**src/rtl/alu_arbiter_pkg.sv**
```systemverilog
// rtl/alu_arbiter_pkg.sv - shared types and constants for the two-way ALU arbiter
//
// Purpose : FSM state encoding, requester indices, counter widths and a
//           saturating-increment helper used by alu_arbiter and rr_arbiter2.
// Ports   : none (package).
package alu_arbiter_pkg;

  typedef enum logic [1:0] {
    ST_IDLE = 2'b00,
    ST_EXEC = 2'b01,
    ST_DONE = 2'b10
  } state_t;

  localparam logic REQ0 = 1'b0;
  localparam logic REQ1 = 1'b1;

  // Completed-operation counter width.
  localparam int NB_ALUARBITER_CNT = 16;

  // Latency counter width; wide enough for ALU_LATENCY up to 15.
  localparam int NB_ALUARBITER_LAT = 4;

  function automatic logic [NB_ALUARBITER_CNT-1:0] sat_inc(
    input logic [NB_ALUARBITER_CNT-1:0] value
  );
    return (&value) ? value : value + 1'b1;
  endfunction

endpackage

```
**src/rtl/rr_arbiter2.sv**
```systemverilog
// rtl/rr_arbiter2.sv - combinational two-way round-robin pick
//
// Purpose : chooses which of two requesters is served next. A lone request
//           always wins; on a tie the requester that was not served last wins.
// Ports   : req0_i, req1_i   request lines
//           last_grant_i     index of the requester served most recently
//           grant_o          index of the winner (valid only when valid_o)
//           valid_o          at least one request is present
module rr_arbiter2
  import alu_arbiter_pkg::*;
(
  input  logic req0_i,
  input  logic req1_i,
  input  logic last_grant_i,
  output logic grant_o,
  output logic valid_o
);

  always_comb begin
    valid_o = req0_i | req1_i;
    if (req0_i && req1_i) begin
      grant_o = ~last_grant_i;
    end else if (req1_i) begin
      grant_o = REQ1;
    end else begin
      grant_o = REQ0;
    end
  end

endmodule

```
**src/rtl/alu_arbiter.sv**
```systemverilog
// rtl/alu_arbiter.sv - shares one ALU between two requesters with round-robin grant
//
// Purpose : arbitrates two req/done requesters onto a single ALU. The winner's
//           opcode and operands are registered onto the ALU bus, the result is
//           captured ALU_LATENCY cycles later and returned with a one-cycle
//           done pulse, followed by a one-cycle bubble before re-arbitration.
// Options : ALUARBITER_STATS_EN - when defined, o_cnt0/o_cnt1 count completed
//           operations per requester (saturating); otherwise they read zero.
// Ports   : i_clk, i_reset                   clock, synchronous active-high reset
//           i_req0/1, i_op0/1                request and opcode per requester
//           i_dataA0/1, i_dataB0/1           operands per requester
//           o_done0/1, o_res0/1              completion pulse and held result
//           o_alu_op, o_alu_dataA/B          registered ALU operand bus
//           i_alu_res                        ALU result
//           o_busy                           an operation is in flight
//           o_cnt0/1                         completed-operation counters
module alu_arbiter
  import alu_arbiter_pkg::*;
#(
  parameter int NB_ALUARBITER_DATA = 8,
  parameter int NB_ALUARBITER_OP   = 6,
  parameter int ALU_LATENCY        = 1   // 1..15
) (
  input  logic                          i_clk,
  input  logic                          i_reset,
  input  logic                          i_req0,
  input  logic                          i_req1,
  input  logic [NB_ALUARBITER_OP-1:0]   i_op0,
  input  logic [NB_ALUARBITER_OP-1:0]   i_op1,
  input  logic [NB_ALUARBITER_DATA-1:0] i_dataA0,
  input  logic [NB_ALUARBITER_DATA-1:0] i_dataA1,
  input  logic [NB_ALUARBITER_DATA-1:0] i_dataB0,
  input  logic [NB_ALUARBITER_DATA-1:0] i_dataB1,
  output logic                          o_done0,
  output logic                          o_done1,
  output logic [NB_ALUARBITER_DATA-1:0] o_res0,
  output logic [NB_ALUARBITER_DATA-1:0] o_res1,
  output logic [NB_ALUARBITER_OP-1:0]   o_alu_op,
  output logic [NB_ALUARBITER_DATA-1:0] o_alu_dataA,
  output logic [NB_ALUARBITER_DATA-1:0] o_alu_dataB,
  input  logic [NB_ALUARBITER_DATA-1:0] i_alu_res,
  output logic                          o_busy,
  output logic [NB_ALUARBITER_CNT-1:0]  o_cnt0,
  output logic [NB_ALUARBITER_CNT-1:0]  o_cnt1
);

  // Counter value on the last EXEC cycle, when the ALU result is valid.
  localparam logic [NB_ALUARBITER_LAT-1:0] LAT_LAST = NB_ALUARBITER_LAT'(ALU_LATENCY - 1);

  state_t                          state_q, state_d;
  logic                            last_grant_q, last_grant_d;
  logic                            grant_q, grant_d;
  logic [NB_ALUARBITER_LAT-1:0]    lat_cnt_q, lat_cnt_d;
  logic [NB_ALUARBITER_OP-1:0]     alu_op_q, alu_op_d;
  logic [NB_ALUARBITER_DATA-1:0]   alu_a_q, alu_a_d;
  logic [NB_ALUARBITER_DATA-1:0]   alu_b_q, alu_b_d;
  logic                            done0_q, done0_d;
  logic                            done1_q, done1_d;
  logic [NB_ALUARBITER_DATA-1:0]   res0_q, res0_d;
  logic [NB_ALUARBITER_DATA-1:0]   res1_q, res1_d;

  logic                            arb_grant;
  logic                            arb_valid;

  rr_arbiter2 u_rr_arbiter2 (
    .req0_i       (i_req0),
    .req1_i       (i_req1),
    .last_grant_i (last_grant_q),
    .grant_o      (arb_grant),
    .valid_o      (arb_valid)
  );

  always_comb begin
    state_d      = state_q;
    last_grant_d = last_grant_q;
    grant_d      = grant_q;
    lat_cnt_d    = lat_cnt_q;
    alu_op_d     = alu_op_q;
    alu_a_d      = alu_a_q;
    alu_b_d      = alu_b_q;
    res0_d       = res0_q;
    res1_d       = res1_q;
    // Done pulses are only ever raised for the single DONE cycle.
    done0_d      = 1'b0;
    done1_d      = 1'b0;

    case (state_q)
      ST_IDLE: begin
        if (arb_valid) begin
          grant_d      = arb_grant;
          last_grant_d = arb_grant;
          lat_cnt_d    = '0;
          if (arb_grant == REQ1) begin
            alu_op_d = i_op1;
            alu_a_d  = i_dataA1;
            alu_b_d  = i_dataB1;
          end else begin
            alu_op_d = i_op0;
            alu_a_d  = i_dataA0;
            alu_b_d  = i_dataB0;
          end
          state_d = ST_EXEC;
        end
      end

      ST_EXEC: begin
        lat_cnt_d = lat_cnt_q + 1'b1;
        if (lat_cnt_q == LAT_LAST) begin
          if (grant_q == REQ1) begin
            res1_d  = i_alu_res;
            done1_d = 1'b1;
          end else begin
            res0_d  = i_alu_res;
            done0_d = 1'b1;
          end
          state_d = ST_DONE;
        end
      end

      // Bubble cycle: lets the requester drop req before re-arbitration.
      ST_DONE: begin
        state_d = ST_IDLE;
      end

      default: begin
        state_d = ST_IDLE;
      end
    endcase
  end

  always_ff @(posedge i_clk) begin
    if (i_reset) begin
      state_q      <= ST_IDLE;
      last_grant_q <= REQ1;   // requester 0 wins the first tie
      grant_q      <= REQ0;
      lat_cnt_q    <= '0;
      alu_op_q     <= '0;
      alu_a_q      <= '0;
      alu_b_q      <= '0;
      done0_q      <= 1'b0;
      done1_q      <= 1'b0;
      res0_q       <= '0;
      res1_q       <= '0;
    end else begin
      state_q      <= state_d;
      last_grant_q <= last_grant_d;
      grant_q      <= grant_d;
      lat_cnt_q    <= lat_cnt_d;
      alu_op_q     <= alu_op_d;
      alu_a_q      <= alu_a_d;
      alu_b_q      <= alu_b_d;
      done0_q      <= done0_d;
      done1_q      <= done1_d;
      res0_q       <= res0_d;
      res1_q       <= res1_d;
    end
  end

  assign o_done0     = done0_q;
  assign o_done1     = done1_q;
  assign o_res0      = res0_q;
  assign o_res1      = res1_q;
  assign o_alu_op    = alu_op_q;
  assign o_alu_dataA = alu_a_q;
  assign o_alu_dataB = alu_b_q;
  assign o_busy      = (state_q != ST_IDLE);

`ifdef ALUARBITER_STATS_EN
  logic [NB_ALUARBITER_CNT-1:0] cnt0_q;
  logic [NB_ALUARBITER_CNT-1:0] cnt1_q;

  // Counting on the next-state done keeps the counter in step with the pulse.
  always_ff @(posedge i_clk) begin
    if (i_reset) begin
      cnt0_q <= '0;
      cnt1_q <= '0;
    end else begin
      if (done0_d) begin
        cnt0_q <= sat_inc(cnt0_q);
      end
      if (done1_d) begin
        cnt1_q <= sat_inc(cnt1_q);
      end
    end
  end

  assign o_cnt0 = cnt0_q;
  assign o_cnt1 = cnt1_q;
`else
  assign o_cnt0 = '0;
  assign o_cnt1 = '0;
`endif

endmodule
```
**config.mk**
```make
export PLATFORM = sky130hd
export DESIGN_NAME = alu_arbiter
export DESIGN_NICKNAME = d
export VERILOG_FILES = /design/src/rtl/alu_arbiter_pkg.sv /design/src/rtl/rr_arbiter2.sv /design/src/rtl/alu_arbiter.sv
export SDC_FILE = /design/constraint.sdc
export NUM_CORES = 1
export LEC_CHECK = 0
export ABC_AREA = 0
export CAP_MARGIN = 40
export CORE_MARGIN = 2
export CORE_UTILIZATION = 39
export CTS_BUF_LIST = sky130_fd_sc_hd__clkbuf_2
export DETAILED_ROUTE_END_ITERATION = 12
export GPL_TIMING_DRIVEN = 0
export PLACE_DENSITY_LB_ADDON = 0.08
export SLEW_MARGIN = 20
export SYNTH_ARGS = -nofsm -noshare
export SYNTH_HDL_FRONTEND = slang
export SYNTH_HIERARCHICAL = 1
export SYNTH_SLANG_ARGS = --single-unit
```
**constraint.sdc**
```tcl
create_clock -name i_clk -period 2 [get_ports i_clk]
set_clock_uncertainty 0.15 [all_clocks]
set_input_delay 0.4 -clock i_clk [delete_from_list [all_inputs] [get_ports i_clk]]
set_output_delay 0.4 -clock i_clk [all_outputs]
set_load 0.02 [all_outputs]
```
==> out/results.txt <==
HPWL after DPL -> 4.13 mm
Clk buf depth -> 2
Final Setup Violations -> 0
Final WL -> 5.25 mm
Crit Path Class -> reg -> reg
Syn avg cell area -> 9.30 um^2
Drt drc -> 0
First-pass GRT wire length -> 8.14 mm
Vias -> 1988
Final-report max-slew violation count -> 0
P&R area growth vs syn -> 52.9%
Tot Pwr -> 2.31 mW
Worst-margin pin slew -> 0.518 ns
Max VDD drop -> 356 uV
Post-CTS Setup Inserts -> 0
Post-synthesis register bit count -> 48
Final ANT Viol Nets -> 0
Crit Path Max Fanout -> 9
Post-synthesis mux area share -> 16.9%
Worst r2r src -> lat_cnt_q[0]
Clk sink count -> 48
FF-to-FF path depth -> 6
Placer Congestion -> 0.670
Async S/R FF share, synth -> 0%
# fillers -> 552
Flop2flop setup slack -> 0.08 ns
DR pass1 iterations -> 4
Worst Setup SP -> lat_cnt_q[0]
Clk Latency, worst-skew pair -> 0.45 ns
Area share of the largest cell type after synthesis -> 42.7%
Post-Synth Simple-Gate Area -> 14.7%
PwrDens -> 671 nW/um^2
Number of flops mapped to enable cells by yosys -> 0
Synth Area in Adders -> 1.11%
Worst setup path endpoint -> o_res0[7]
Pin count of the biggest net entering global routing -> 17
Netlist cell types -> 35
Worst slew margin -> 65.4%
Post-synth top cells -> 48 x dfxtp_1, 38 x mux2i_1, 32 x buf_4, 26 x nor2_1, 25 x nand2_1
Top post-synthesis cells by area -> dfxtp_1 43%, mux2i_1 17%, buf_4 11%
WP data arrival -> 2.17 ns
Leakage Power -> 1.74 nW
PortBufs -> 96
Per-cell routed wire length -> 11.7 um
Die width -> 80.0 um
Period utilisation layout -> 96.1%
Row count -> 27
Clk slew on worst S/H paths -> 0.27 ns
Critical Path Sink Type -> flop
Sequential share of the synthesized area -> 42.7%
XOR/XNOR share of the synthesized area -> 0%
Number of vias per cell -> 4.44
Synth warn -> 6
Final Net Count -> 433
Synth area leader -> dfxtp_1
Max frequency -> 520 MHz
Die Ht -> 80.0 um
Overall routing resource usage -> 16.5%
RR Endpoint -> o_res0[7]
WHS -> 0.322 ns
TritonCTS Buffers -> 5
Detailed Route Iter0 Violations -> 19
Setup crit start kind -> flop
Initial antenna violation count -> 0
Complex-gate fraction of the synthesized area -> 9.84%
Top FF cell, synth -> dfxtp_1
Core Box Area -> 5540 um^2
Critical path required time -> 2.24 ns
Worst hold path class -> reg -> reg
Dominant cell by count in the synthesized netlist -> dfxtp_1
Mapped cell area -> 2250 um^2
Vias in the first global route -> 1842
TritonCTS clock tree -> done
Post-Syn Instances -> 242
ANT cells -> 0
Max Cap Violations -> 0
Fin Setup TNS -> 0 ns
Final hold vios -> 0
Minimum clock period -> 1.92 ns
Root Driver -> clkbuf_2
# IOs -> 129
GR Overflow Total -> 0
Proportion of layout cells with a drive suffix above 1 -> 14.1%
Outcome -> finished, final reports clean
RSZ-0062 raised after global routing -> no
Multi-input logic area -> 1080 um^2
Util after Layout -> 62.1%
Largest family of logic cells by synthesized area -> multiplexers
H-tree depth reported by CTS -> 2
Starting density of the core -> 40.6%
Die area -> 6400 um^2
Register Area -> 962 um^2
[stage by stage]
step | worst slack, ns | instances | instance area, um^2
after floorplan | 0.175 | 273 | 2370
after global placement | -0.288 | 441 | 3420
after detailed placement | -0.342 | 441 | 3420
after CTS | 0.000383 | 449 | 3420
after global routing | 0.00173 | 448 | 3440
final | 0.0783 | 448 | 3440
[repair_timing]
item                       4_1_cts  5_1_grt
setup endpoints to repair       32       10
resized for setup               35       10
hold buffers                     0        0
[logic make-up after synthesis]
group / after synthesis
AND/OR/NAND/NOR: 72
buffers and inverters: 51
flip-flops: 48
multiplexers: 38
AO/OA/AOI/OAI: 30
adder cells (fa/ha/maj): 2
other: 1
[state kept, by name (all words and copies together), names as in the netlist]
name / count
grant_q: 1
last_grant_q: 1
lat_cnt_q: 4
o_alu_op: 6
o_alu_dataB: 8
o_res1: 8
o_done1: 1
state_q: 2
o_alu_dataA: 8
o_done0: 1
o_res0: 8
[routing by layer]
metal  GRT usage, %  wire length [um]  vias up
met3           6.67               445       13
met1           18.4              2060      879
met5              0                 0        -
met4           7.63               145        0
met2           27.2              2590       71
li1               -                 -     1025
[power by group]
part / total (mW) / switching [mW] / internal (mW)
clock network: 0.422 / 0.335 / 0.0871
registers: 1.11 / 0.0556 / 1.06
logic: 0.775 / 0.409 / 0.366
[cell usage in the layout (no fill, tap or decap), types with 2 or more instances in the layout]
cell type and count:
a211oi_1 23, nand2b_1 3, nor2_1 26, mux2i_1 38
nor3b_1 2, ha_1 2, clkbuf_2 5, conb_1 32
inv_1 2, nand2_1 25, buf_2 7, clkinvlp_4 2
dfxtp_1 47, a31oi_1 2, clkbuf_1 7, dlygate4sd2_1 31
nand3_1 4, clkdlybuf4s50_1 55, dlymetal6s2s_1 9, buf_4 32
[area by class of cell]
cell class / instances / share of cell area (%)
Multi-Input combinational cell: 174 / 31.3
Clock inverter: 3 / 0.691
Inverter: 3 / 0.327
Tap cell: 72 / 2.62
Buffer: 47 / 9.05
Clock buffer: 5 / 0.727
Sequential cell: 48 / 28.0
Timing Repair Buffer: 96 / 27.3
[worst max-delay path: stages (launching register included)]
cell and delay (ns):
dfxtp_1 0.38, inv_1 0.09, ha_1 0.16, or3b_1 0.40
or3_1 0.34, buf_6 0.16, a31o_1 0.21
[worst min-delay path by stage]
stage                       startpoint            to  depth (start not counted)
after floorplan           last_grant_q  last_grant_q                          2
after global placement       o_res1[4]     o_res1[4]                          2
after detailed placement     o_res1[4]     o_res1[4]                          2
after CTS                 i_alu_res[6]     o_res0[6]                          3
after global routing      i_alu_res[1]     o_res0[1]                          3
final                        o_res1[4]     o_res1[4]                          2
No activity file was read; power rests on OpenSTA's default activity.
